--- src/rtl/uart_cmd_pkg.sv ---
// Shared constants and parser state encoding for the UART command engine.
package uart_cmd_pkg;

  localparam logic [7:0] OP_WRITE = 8'h57;
  localparam logic [7:0] OP_READ  = 8'h52;
  localparam logic [7:0] RSP_ACK  = 8'h4B;
  localparam logic [7:0] RSP_ERR  = 8'h3F;

  typedef enum logic [2:0] {
    IDLE,
    GET_ADDR,
    GET_DATA,
    EXEC,
    SEND0,
    SEND1,
    ERR
  } state_t;

endpackage

--- src/rtl/uart_cmd_regfile.sv ---
// NUM_REGS x 8 register bank: one write port, combinational read mux, flat output bus.
module uart_cmd_regfile #(
  parameter int NUM_REGS = 16
) (
  input  logic                  clock,
  input  logic                  reset,
  input  logic                  wr_en,
  input  logic [7:0]            wr_addr,
  input  logic [7:0]            wr_data,
  input  logic [7:0]            rd_addr,
  output logic [7:0]            rd_data,
  output logic [NUM_REGS*8-1:0] reg_out
);

  logic [7:0] regs_reg [NUM_REGS];

  always_ff @(posedge clock or posedge reset) begin
    if (reset) begin
      regs_reg <= '{default: '0};
    end else begin
      for (int i = 0; i < NUM_REGS; i++) begin
        if (wr_en && wr_addr == 8'(i)) regs_reg[i] <= wr_data;
      end
    end
  end

  // Out-of-range addresses read as zero; the engine never uses that value.
  always_comb begin
    rd_data = '0;
    for (int i = 0; i < NUM_REGS; i++) begin
      if (rd_addr == 8'(i)) rd_data = regs_reg[i];
    end
  end

  genvar gi;
  generate
    for (gi = 0; gi < NUM_REGS; gi++) begin : g_flat
      assign reg_out[gi*8 +: 8] = regs_reg[gi];
    end
  endgenerate

endmodule

--- src/rtl/uart_cmd_engine.sv ---
// Parses W/R frames popped from the UART RX FIFO, drives the register bank
// and pushes replies into the UART TX FIFO.
module uart_cmd_engine
  import uart_cmd_pkg::*;
#(
  parameter int NUM_REGS       = 16,
  parameter int TIMEOUT_CYCLES = 270000
) (
  input  logic                  clock,
  input  logic                  reset,
  input  logic                  rx_fifo_empty,
  input  logic [7:0]            rx_fifo_data_out,
  output logic                  rx_fifo_read_en,
  input  logic                  tx_ready,
  output logic [7:0]            tx_fifo_data_in,
  output logic                  tx_fifo_write_en,
  output logic [NUM_REGS*8-1:0] reg_out,
  output logic                  reg_wr_strobe,
  output logic [7:0]            reg_wr_addr
);

  localparam int CNT_W = (TIMEOUT_CYCLES > 1) ? $clog2(TIMEOUT_CYCLES) : 1;
  localparam logic [CNT_W-1:0] CNT_LAST = CNT_W'(TIMEOUT_CYCLES - 1);

  state_t           state_reg, state_next;
  logic [7:0]       op_reg, addr_reg, data_reg;
  logic [7:0]       tx_data_reg, tx_hold_reg, wr_addr_reg;
  logic             two_byte_reg, popped_reg;
  logic [CNT_W-1:0] cnt_reg;
  logic             pop, push, timeout, reg_we, addr_ok, in_frame;
  logic [7:0]       rd_data;

  assign addr_ok  = ({1'b0, addr_reg} < 9'(NUM_REGS));
  assign in_frame = (state_reg == GET_ADDR) || (state_reg == GET_DATA);

  // Strobes are gated by reset so nothing leaks out while it is held.
  always_comb begin
    state_next = state_reg;
    pop        = 1'b0;
    push       = 1'b0;
    timeout    = 1'b0;
    reg_we     = 1'b0;
    case (state_reg)
      IDLE, GET_ADDR, GET_DATA: begin
        pop     = !rx_fifo_empty && !popped_reg && !reset;
        timeout = in_frame && !pop && (cnt_reg == CNT_LAST);
        if (pop) begin
          case (state_reg)
            IDLE:     state_next = (rx_fifo_data_out == OP_WRITE || rx_fifo_data_out == OP_READ)
                                   ? GET_ADDR : ERR;
            GET_ADDR: state_next = (op_reg == OP_WRITE) ? GET_DATA : EXEC;
            default:  state_next = EXEC;
          endcase
        end else if (timeout) begin
          state_next = IDLE;
        end
      end
      EXEC: begin
        reg_we     = (op_reg == OP_WRITE) && addr_ok && !reset;
        state_next = SEND0;
      end
      SEND0: begin
        push = tx_ready && !reset;
        if (push) state_next = two_byte_reg ? SEND1 : IDLE;
      end
      SEND1: begin
        push = tx_ready && !reset;
        if (push) state_next = IDLE;
      end
      ERR:     state_next = SEND0;
      default: state_next = IDLE;
    endcase
  end

  always_ff @(posedge clock or posedge reset) begin
    if (reset) begin
      state_reg    <= IDLE;
      op_reg       <= '0;
      addr_reg     <= '0;
      data_reg     <= '0;
      tx_data_reg  <= '0;
      tx_hold_reg  <= '0;
      wr_addr_reg  <= '0;
      two_byte_reg <= 1'b0;
      popped_reg   <= 1'b0;
      cnt_reg      <= '0;
    end else begin
      state_reg  <= state_next;
      popped_reg <= pop;
      if (pop) begin
        case (state_reg)
          IDLE:     op_reg   <= rx_fifo_data_out;
          GET_ADDR: addr_reg <= rx_fifo_data_out;
          default:  data_reg <= rx_fifo_data_out;
        endcase
      end
      if (in_frame && !pop && !timeout) cnt_reg <= cnt_reg + CNT_W'(1);
      else                              cnt_reg <= '0;
      if (reg_we) wr_addr_reg <= addr_reg;
      case (state_reg)
        EXEC: begin
          two_byte_reg <= 1'b0;
          if (!addr_ok) begin
            tx_data_reg <= RSP_ERR;
          end else if (op_reg == OP_WRITE) begin
            tx_data_reg <= RSP_ACK;
          end else begin
            tx_data_reg  <= OP_READ;
            tx_hold_reg  <= rd_data;
            two_byte_reg <= 1'b1;
          end
        end
        ERR: begin
          tx_data_reg  <= RSP_ERR;
          two_byte_reg <= 1'b0;
        end
        SEND0:   if (push && two_byte_reg) tx_data_reg <= tx_hold_reg;
        default: ;
      endcase
    end
  end

  uart_cmd_regfile #(.NUM_REGS(NUM_REGS)) u_regfile (
    .clock   (clock),
    .reset   (reset),
    .wr_en   (reg_we),
    .wr_addr (addr_reg),
    .wr_data (data_reg),
    .rd_addr (addr_reg),
    .rd_data (rd_data),
    .reg_out (reg_out)
  );

  assign rx_fifo_read_en  = pop;
  assign tx_fifo_write_en = push;
  assign tx_fifo_data_in  = tx_data_reg;
  assign reg_wr_strobe    = reg_we;
  assign reg_wr_addr      = wr_addr_reg;

endmodule

--- config.mk ---
export PLATFORM = sky130hd
export DESIGN_NAME = uart_cmd_engine
export DESIGN_NICKNAME = d
export VERILOG_FILES = /design/src/rtl/uart_cmd_pkg.sv /design/src/rtl/uart_cmd_regfile.sv /design/src/rtl/uart_cmd_engine.sv
export SDC_FILE = /design/constraint.sdc
export NUM_CORES = 1
export LEC_CHECK = 0
export CAP_MARGIN = 5
export CORE_ASPECT_RATIO = 0.6
export CORE_MARGIN = 8
export CORE_UTILIZATION = 45
export DETAILED_ROUTE_END_ITERATION = 10
export GPL_TIMING_DRIVEN = 0
export HOLD_SLACK_MARGIN = 0.12
export PLACE_DENSITY = 0.69
export SLEW_MARGIN = 0
export SYNTH_ARGS = -nofsm -noshare
export SYNTH_HDL_FRONTEND = slang
export SYNTH_HIERARCHICAL = 1
export SYNTH_SLANG_ARGS = --single-unit
--- constraint.sdc ---
create_clock -name clock -period 5.5 [get_ports clock]
set_input_delay 0.825 -clock clock [delete_from_list [all_inputs] [get_ports clock]]
set_output_delay 0.825 -clock clock [all_outputs]
set_load 0.03 [all_outputs]
== Word level (Yosys, flattened, before mapping) ==
Cells that the tools add are included.
Storage, ports and cells
  register bits: 200
  input port bits: 12
  output and inout port bits: 147
  word-level logic and storage cells: 144
Operators by class
  add/sub/neg operators: 1
  order comparisons: 1
  eq/ne operators: 29
  mux-type cells: 37
  bitwise operators: 2
  reduce and logical (&&, ||, !) cells: 48
Operator list (number)
  $mux 8: 17
  $eq 8x4->1 const B: 8
  $eq 8x3->1 const B: 4
  $logic_and 1x1->1: 26
  $eq 8x7->1 const B: 3
  $pmux 8 s3: 1
  $add 19x1->19 const B: 1
  $eq 19x19->1 const B: 1
  $mux 19: 1
  $mux 3: 6
  $eq 8x2->1 const B: 2
  $pmux 3 s4: 1
  $eq 3x3->1 const B: 3
  $eq 8x1->1 const B: 1
  $logic_not 8->1: 1
  $lt 8x5->1 const B: 1
  $reduce_and 2->1: 4
  $mux 1: 7
  $mux 7: 1
  $eq 3x2->1 const B: 2
  $logic_not 1->1: 6
  $ne 2x2->1 const B: 3
  $pmux 3 s2: 1
  $reduce_and 3->1: 2
  other kinds (11): 15

== Logic depth before layout (Yosys ltp) ==
Gate-level depths: netlist of the first run.
  depth after elaboration: 17
  mapped depth: 10
  depth with buffers taken out: 8

== Modules after synthesis ==
The synthesis of the first run kept the hierarchy.
By module, submodules not included
  uart_cmd_regfile: times used 1, cells each 511, area an instance 6347.3 um^2, seq. area each 3203.1 um^2
  uart_cmd_engine: times used 1, cells each 270, area an instance 3148.0 um^2, seq. area each 1801.7 um^2

== Least setup slack after synthesis of the first run ==
No wires, ideal clock.
  path type: input-to-reg
  from: input reset
  to: register wr_addr_reg[0] (netlist: reg_wr_addr[0])
  setup time: 126 ps
  arrival: 3371 ps
  data required time: 5374 ps
  slack: 2003 ps
  cell stages on the path: 3
  buffers on the path: 0
  cell sequence: inv_1 -> nand4_1 -> mux2_2
On the way
  word-level cells in the longest chain between the ends: 3
RTL lines
  start, declared: RTL line uart_cmd_engine.sv:10  | input logic reset,
  $logic_not 1->1 (no line)
  $logic_and 1x1->1: RTL line uart_cmd_engine.sv:59  | reg_we = (op_reg == OP_WRITE) && addr_ok && !reset;
  $mux 1: RTL line uart_cmd_engine.sv:43  | case (state_reg)
  end signal, assigned: RTL line uart_cmd_engine.sv:99  | if (reg_we) wr_addr_reg <= addr_reg;
  end, declared: RTL line uart_cmd_engine.sv:27  | logic [7:0] tx_data_reg, tx_hold_reg, wr_addr_reg;
Every way passes these cells.
A chain may end at the register's enable or synchronous reset.

== Worst setup path in the final report of the first run ==
  from: register addr_reg[7]
  to: output reg_wr_strobe
On the way
  word-level cells in the longest chain between the ends: 4
RTL lines
  start, declared: RTL line uart_cmd_engine.sv:26  | logic [7:0] op_reg, addr_reg, data_reg;
  start signal, assigned: RTL line uart_cmd_engine.sv:93  | GET_ADDR: addr_reg <= rx_fifo_data_out;
  $lt 8x5->1: RTL line uart_cmd_engine.sv:33  | assign addr_ok = ({1'b0, addr_reg} < 9'(NUM_REGS));
  $logic_and 1x1->1 (2 in series): RTL line uart_cmd_engine.sv:59
  $mux 1: RTL line uart_cmd_engine.sv:43
  end, declared: RTL line uart_cmd_engine.sv:18  | output logic reg_wr_strobe,
Every way passes these cells.

==> results.yml, run 1 <==
route:
  via_per_inst: 5.77
  routed-wl-met3_microns: 2860
  routedWlPerCell_microns: 23.6
  drtIter0Drc: 581
  m1WireLength_microns: 14600
  drtPass1Iterations: 6
  remaining_drc_errors: 0
  totalWireLength_microns: 29600
  top_layer: "met4"
  vias: 7225
  ant_nets: 0
  routed-wl-met2_microns: 11600
sta:
  final-hold-violation-count: 0
  rsz0062_at_grt: "no"
  setup_violations: 0
  worst_pin_slew_ns: 0.731
  fin_skew_ns: 0.0126
  max_clock_freq_mhz: 262
  period_needed_ns: 3.82
  slew_viol_final: 0
  relSlewSlack_pct: 50.6
  hold_ws_ns: 0.490
  fin_crit_sh_pct: 69.5
worst_setup_path:
  crit_type: "reg -> out"
  cp.required_ns: 4.68
  end_kind: "output pin"
  start_kind: "flop"
  cp_data_arrival_time_ns: 3.00
  regToRegSetupSlack_ns: 2.16
  crit_fanout: 5
grt:
  grt_max_degree: 68
  grt_pass1_vias: 7151
  grt_pass1_wl_microns: 44900
  gr-usage-all-layers_pct: 22.7
  antenna_found_initial: 0
  grt.overflow.total: 0
synth:
  synth.net_count: 794
  synth.largest_area_cell: "dfrtp_1"
  ys.flop_type: "dfrtp_1"
  synth_top_area_share_pct: 52.7
  syn_avg_cell_area_sq_um: 12.2
  ys_seq_area_share_pct: 52.7
  synth_cells: 781
  synth_warnings: 6
  synth_seq_cells: 200
  ys_types: 63
  synth_area_sq_um: 9500
  synth.area.top_cells: "dfrtp_1 (53%), mux2_2 (19%), mux2i_1 (2.3%), nor2_1 (1.9%), nand2_1 (1.7%)"
  synth_edf_count: 0
  async_reset_ff_share_pct: 100
clocking:
  ctsHoldBuffers: 0
  cts.clk_slew.worst_paths_ns: 0.08
  post_cts_resized: 0
  cts_tree: "built"
  cts_setup_buffers: 0
  cts_num_sinks: 200
  cts-buffers-inserted: 17
  clockRootBuffer: "clkbuf_16"
  cts.htree.levels: 4
  clk_path_buf_depth: 2
  clock_latency_ns: 0.45
die:
  core_sq_um: 20900
  io_pins: 159
  die_w_microns: 204
  die_h_microns: 129
  rows: 41
  start_util_pct: 45.5
  die_area_sq_um: 26200
placement:
  gp_congestion: 0.951
  portBuffers: 158
  place_area_sq_um: 11500
  dpl.hpwl_microns: 22100
finish:
  finalInstanceArea_sq_um: 12100
  drive_above_1_share_pct: 26.0
  final_common_cell: "dfrtp_1"
  syn_to_final_growth_pct: 27.8
  largest_register_ffs: 128
  n_antenna_cell: 0
  final_nets: 973
  final_cell_mix: "dfrtp_1 (200), mux2_2 (163), clkdlybuf4s50_1 (158)"
power:
  powerDensity_nw_per_um2: 384
  finalPower_mw: 4.66
  vdd_drop_max_mv: 0.241
  leakagePower_nw: 5.37
run_status:
  status: "finished clean"
hold_path:
  hp-class: "reg -> reg"
job:
  maxCapViolCount: 0
## metal layers
layer  up-vias  track usage [%]
met2       335             29.9
met3        38             7.35
met4         0             6.07
met5         -                0
met1      3656             34.6
li1       3196                -
## worst paths after layout
check	from	to	cells past startpoint
worst min-delay path	cnt_reg[0]	cnt_reg[0]	1
min in group asynchronous	reset	state_reg[1]	2
worst max register to register	addr_reg[7]	u_regfile/reg_out[98]	6
worst min register to register	cnt_reg[0]	cnt_reg[0]	1
max in group asynchronous	reset	u_regfile/reg_out[122]	3
worst max-delay path	addr_reg[7]	reg_wr_strobe	4
## cell type report
class / instances / area, sq um
fill: 1732 / 8750
sequential: 200 / 5000
multi-input combinational: 525 / 4230
timing repair buffer: 160 / 1640
clock buffer: 18 / 429
tap: 279 / 349
clock inverter: 14 / 214
buffer: 43 / 211
inverter: 13 / 56.3
## cells in the mapped netlist, types with 2 or more instances
library cell	count
and4_1	3
nor4_1	3
buf_6	2
clkbuf_1	17
a22oi_1	5
nand2_1	42
mux4_2	6
nand4_1	9
o2111ai_1	3
o22ai_1	10
mux2_2	163
nand3_1	20
nor3_1	15
a211oi_1	4
nor4_2	2
dfrtp_1	200
buf_2	22
xor2_1	13
nor2_2	3
and3b_1	2
xnor2_1	7
nor2_4	2
o21ai_0	19
mux2i_1	22
inv_1	13
or3_1	2
nor3_4	2
nor4b_1	4
and2_1	6
nor2b_1	10
a31oi_1	6
a221o_1	2
nor2_1	47
a21oi_1	30
nor3b_1	5
buf_4	2
and3_1	6
o211ai_1	3
nand2_2	9
mux2_1	9
a32oi_1	2
nand2b_1	7
o32ai_1	2
## stage by stage
| stage | instances | setup WS (ns) | TNS (ns) | utilization [%] |
|---|---|---|---|---|
| CTS | 1252 | 1.63 | 0 | 58.1 |
| global placement | 1218 | -0.796 | -101.29 | 54.7 |
| detailed placement | 1220 | 1.72 | 0 | 55.0 |
| global route | 1252 | 1.45 | 0 | 58.1 |
| finish | 1252 | 1.68 | 0 | 58.1 |
| floorplan | 781 | 1.26 | 0 | - |
## cells by family after synthesis
| group | Yosys count | synth area share (%) |
|---|---|---|
| simple gates | 209 | 12.2 |
| xor+xnor | 20 | 1.84 |
| fa+ha+maj | 1 | 0.132 |
| compound gates | 95 | 6.26 |
| buf+inv | 56 | 2.74 |
| flops | 200 | 52.7 |
| mux | 200 | 24.1 |
## critical path, cell delays in order, from the launching register on
cell and delay, ns:
dfrtp_1 0.44, nor4_1 0.51, nand2_1 0.17, nor3_1 0.58
clkdlybuf4s50_1 0.85
## where the power goes
group | internal [mW] | total, mW | switching, mW | leakage (nW)
logic | 0.508 | 1.51 | 1.01 | 2.34
registers | 1.61 | 1.78 | 0.173 | 2.73
clock network | 0.775 | 1.37 | 0.597 | 0.302
total | 2.89 | 4.66 | 1.77 | 5.37
Note: power is estimated with default switching activity, not from simulation.
==> inputs of run 2 (changes only) <==
--- a/config.mk
+++ b/config.mk
@@ -12,7 +12,7 @@
 export DETAILED_ROUTE_END_ITERATION = 10
 export GPL_TIMING_DRIVEN = 0
 export HOLD_SLACK_MARGIN = 0.12
-export PLACE_DENSITY = 0.69
+export PLACE_DENSITY = 0.72
 export SLEW_MARGIN = 0
 export SYNTH_ARGS = -nofsm -noshare
 export SYNTH_HDL_FRONTEND = slang
==> constraint.sdc (replaced) <==
create_clock -name clock -period 3.5 [get_ports clock]
set_input_delay 0.525 -clock clock [delete_from_list [all_inputs] [get_ports clock]]
set_output_delay 0.525 -clock clock [all_outputs]
set_load 0.03 [all_outputs]
==> results.yml, run 2 (same netlist as run 1, synthesis figures left out) <==
power:
  finalPower_mw: 7.45
  power.share.switching_pct: 37.1
  vdd_drop_max_mv: 0.508
  seqPwrFrac_pct: 37.6
  p_switching_mw: 2.76
  powerDensity_nw_per_um2: 609
  p_int_mw: 4.68
  leakagePower_nw: 5.43
  comb_power_share_pct: 32.4
  clkPwrFrac_pct: 30.1
clocking:
  clk_path_buf_depth: 2
  cts.htree.levels: 4
  cts_tree: "built"
  cts_num_sinks: 200
  cts_setup_buffers: 0
  clock_latency_ns: 0.44
  cts-buffers-inserted: 17
  cts.clk_slew.worst_paths_ns: 0.07
  clockRootBuffer: "clkbuf_16"
die:
  start_util_pct: 45.5
  die_w_microns: 204
  io_pins: 159
  die_area_sq_um: 26200
  core_sq_um: 20900
  rows: 41
  die_h_microns: 129
sta:
  max_clock_freq_mhz: 309
  setup_violations: 0
  fin_skew_ns: 0.0114
  period_needed_ns: 3.24
  fin_crit_sh_pct: 92.6
  worst_pin_slew_ns: 0.770
  rsz0062_at_grt: "no"
  setup_tns_ns: 0
  final-hold-violation-count: 0
  fin_ws_ns: 0.259
  slew_viol_final: 0
  relSlewSlack_pct: 48.6
placement:
  portBuffers: 158
  pre_cts_slack_ns: 0.133
  gp_congestion: 0.984
  dp_cells: 1223
  dpl.hpwl_microns: 22700
route:
  drtIter0Drc: 808
  routedWlPerCell_microns: 23.8
  vias: 7243
  remaining_drc_errors: 0
  via_per_inst: 5.77
  ant_nets: 0
  drtPass1Iterations: 8
  totalWireLength_microns: 29800
finish:
  final_nets: 976
  fin_cells: 1255
  final_common_cell: "dfrtp_1"
  syn_to_final_growth_pct: 28.8
  final_cell_mix: "dfrtp_1 (200), mux2_2 (163), clkdlybuf4s50_1 (158)"
  n_antenna_cell: 0
  largest_register_ffs: 128
  drive_above_1_share_pct: 26.3
grt:
  antenna_found_initial: 0
  gr-usage-all-layers_pct: 23.0
  grt_pass1_wl_microns: 45500
  grt_max_degree: 48
  grt.overflow.total: 0
  grt_pass1_vias: 7260
worst_setup_path:
  crit_type: "reg -> out"
  cp.required_ns: 2.97
  crit_fanout: 5
  rr_worst_depth: 6
  crit_path_start: "addr_reg[7]"
  end_kind: "output pin"
  regToRegSetupSlack_ns: 0.30
  cp-endpoint: "reg_wr_strobe"
  cp_data_arrival_time_ns: 2.72
  reg2reg_to: "u_regfile/reg_out[98]"
  start_kind: "flop"
  timing.rr.start: "addr_reg[7]"
job:
  maxCapViolCount: 0
run_status:
  status: "finished clean"
hold_path:
  hp-class: "reg -> reg"
run 2: cell types whose count changed in the layout (fill, tap and decap cells not counted), sizes merged:
| cell | previous run | this run |
|---|---|---|
| clkinv | 3 | 2 |
| bufinv | 4 | 5 |
| buf | 28 | 31 |
| clkbuf | 35 | 39 |
| inv | 17 | 15 |
| clkinvlp | 3 | 1 |
run 2: metrics by stage:
stage	instance area, sq um	utilization, %	hold WS (ns)
after floorplan	9500	-	0.450
after global placement	11400	54.7	0.469
after detailed placement	11600	55.3	0.473
after CTS	12200	58.6	0.493
after global routing	12200	58.6	0.513
final	12200	58.6	0.492
run 2: power by group through the flow:
stage	logic, mW	clock network [mW]	registers, mW
floorplan	1.54	0	2.81
global placement	2.28	0	2.82
detailed placement	2.33	0	2.84
CTS	2.35	2.26	2.80
global route	2.57	2.37	2.83
finish	2.41	2.24	2.80
run 2: routing by layer:
metal	share of wire [%]	track usage, %
met1	48	34.2
met2	40	31.0
met3	11	9.14
met4	1.0	4.46
met5	0	0
run 2: how the worst min path moves through the flow:
stage	from	end	depth (start not counted)
floorplan	cnt_reg[0]	cnt_reg[0]	1
global placement	reg_wr_addr[4]	reg_wr_addr[4]	1
detailed placement	reg_wr_addr[4]	reg_wr_addr[4]	1
CTS	reg_wr_addr[5]	reg_wr_addr[5]	1
global route	reg_wr_addr[6]	reg_wr_addr[6]	1
finish	reg_wr_addr[5]	reg_wr_addr[5]	1
run 2: worst max-delay path: stages (launching register included):
cell and delay, ns:
dfrtp_1 0.43, nor4_1 0.54, nand2_1 0.19, nor3_2 0.35, clkdlybuf4s50_1 0.76
run 2: final cells by class:
type / count / area [sq um]
Multi-Input combinational cell: 525 / 4240
Inverter: 13 / 55.1
Timing Repair Buffer: 163 / 1700
Sequential cell: 200 / 5000
Buffer: 43 / 211
Tap cell: 279 / 349
Clock buffer: 22 / 484
Clock inverter: 10 / 186
Fill cell: 1720 / 8650
run 2: what timing repair did:
| item | 4_1_cts | 5_1_grt |
|---|---|---|
| setup endpoints to repair | 0 | 24 |
| hold buffers | 0 | 0 |
| gates resized for setup | 0 | 1 |
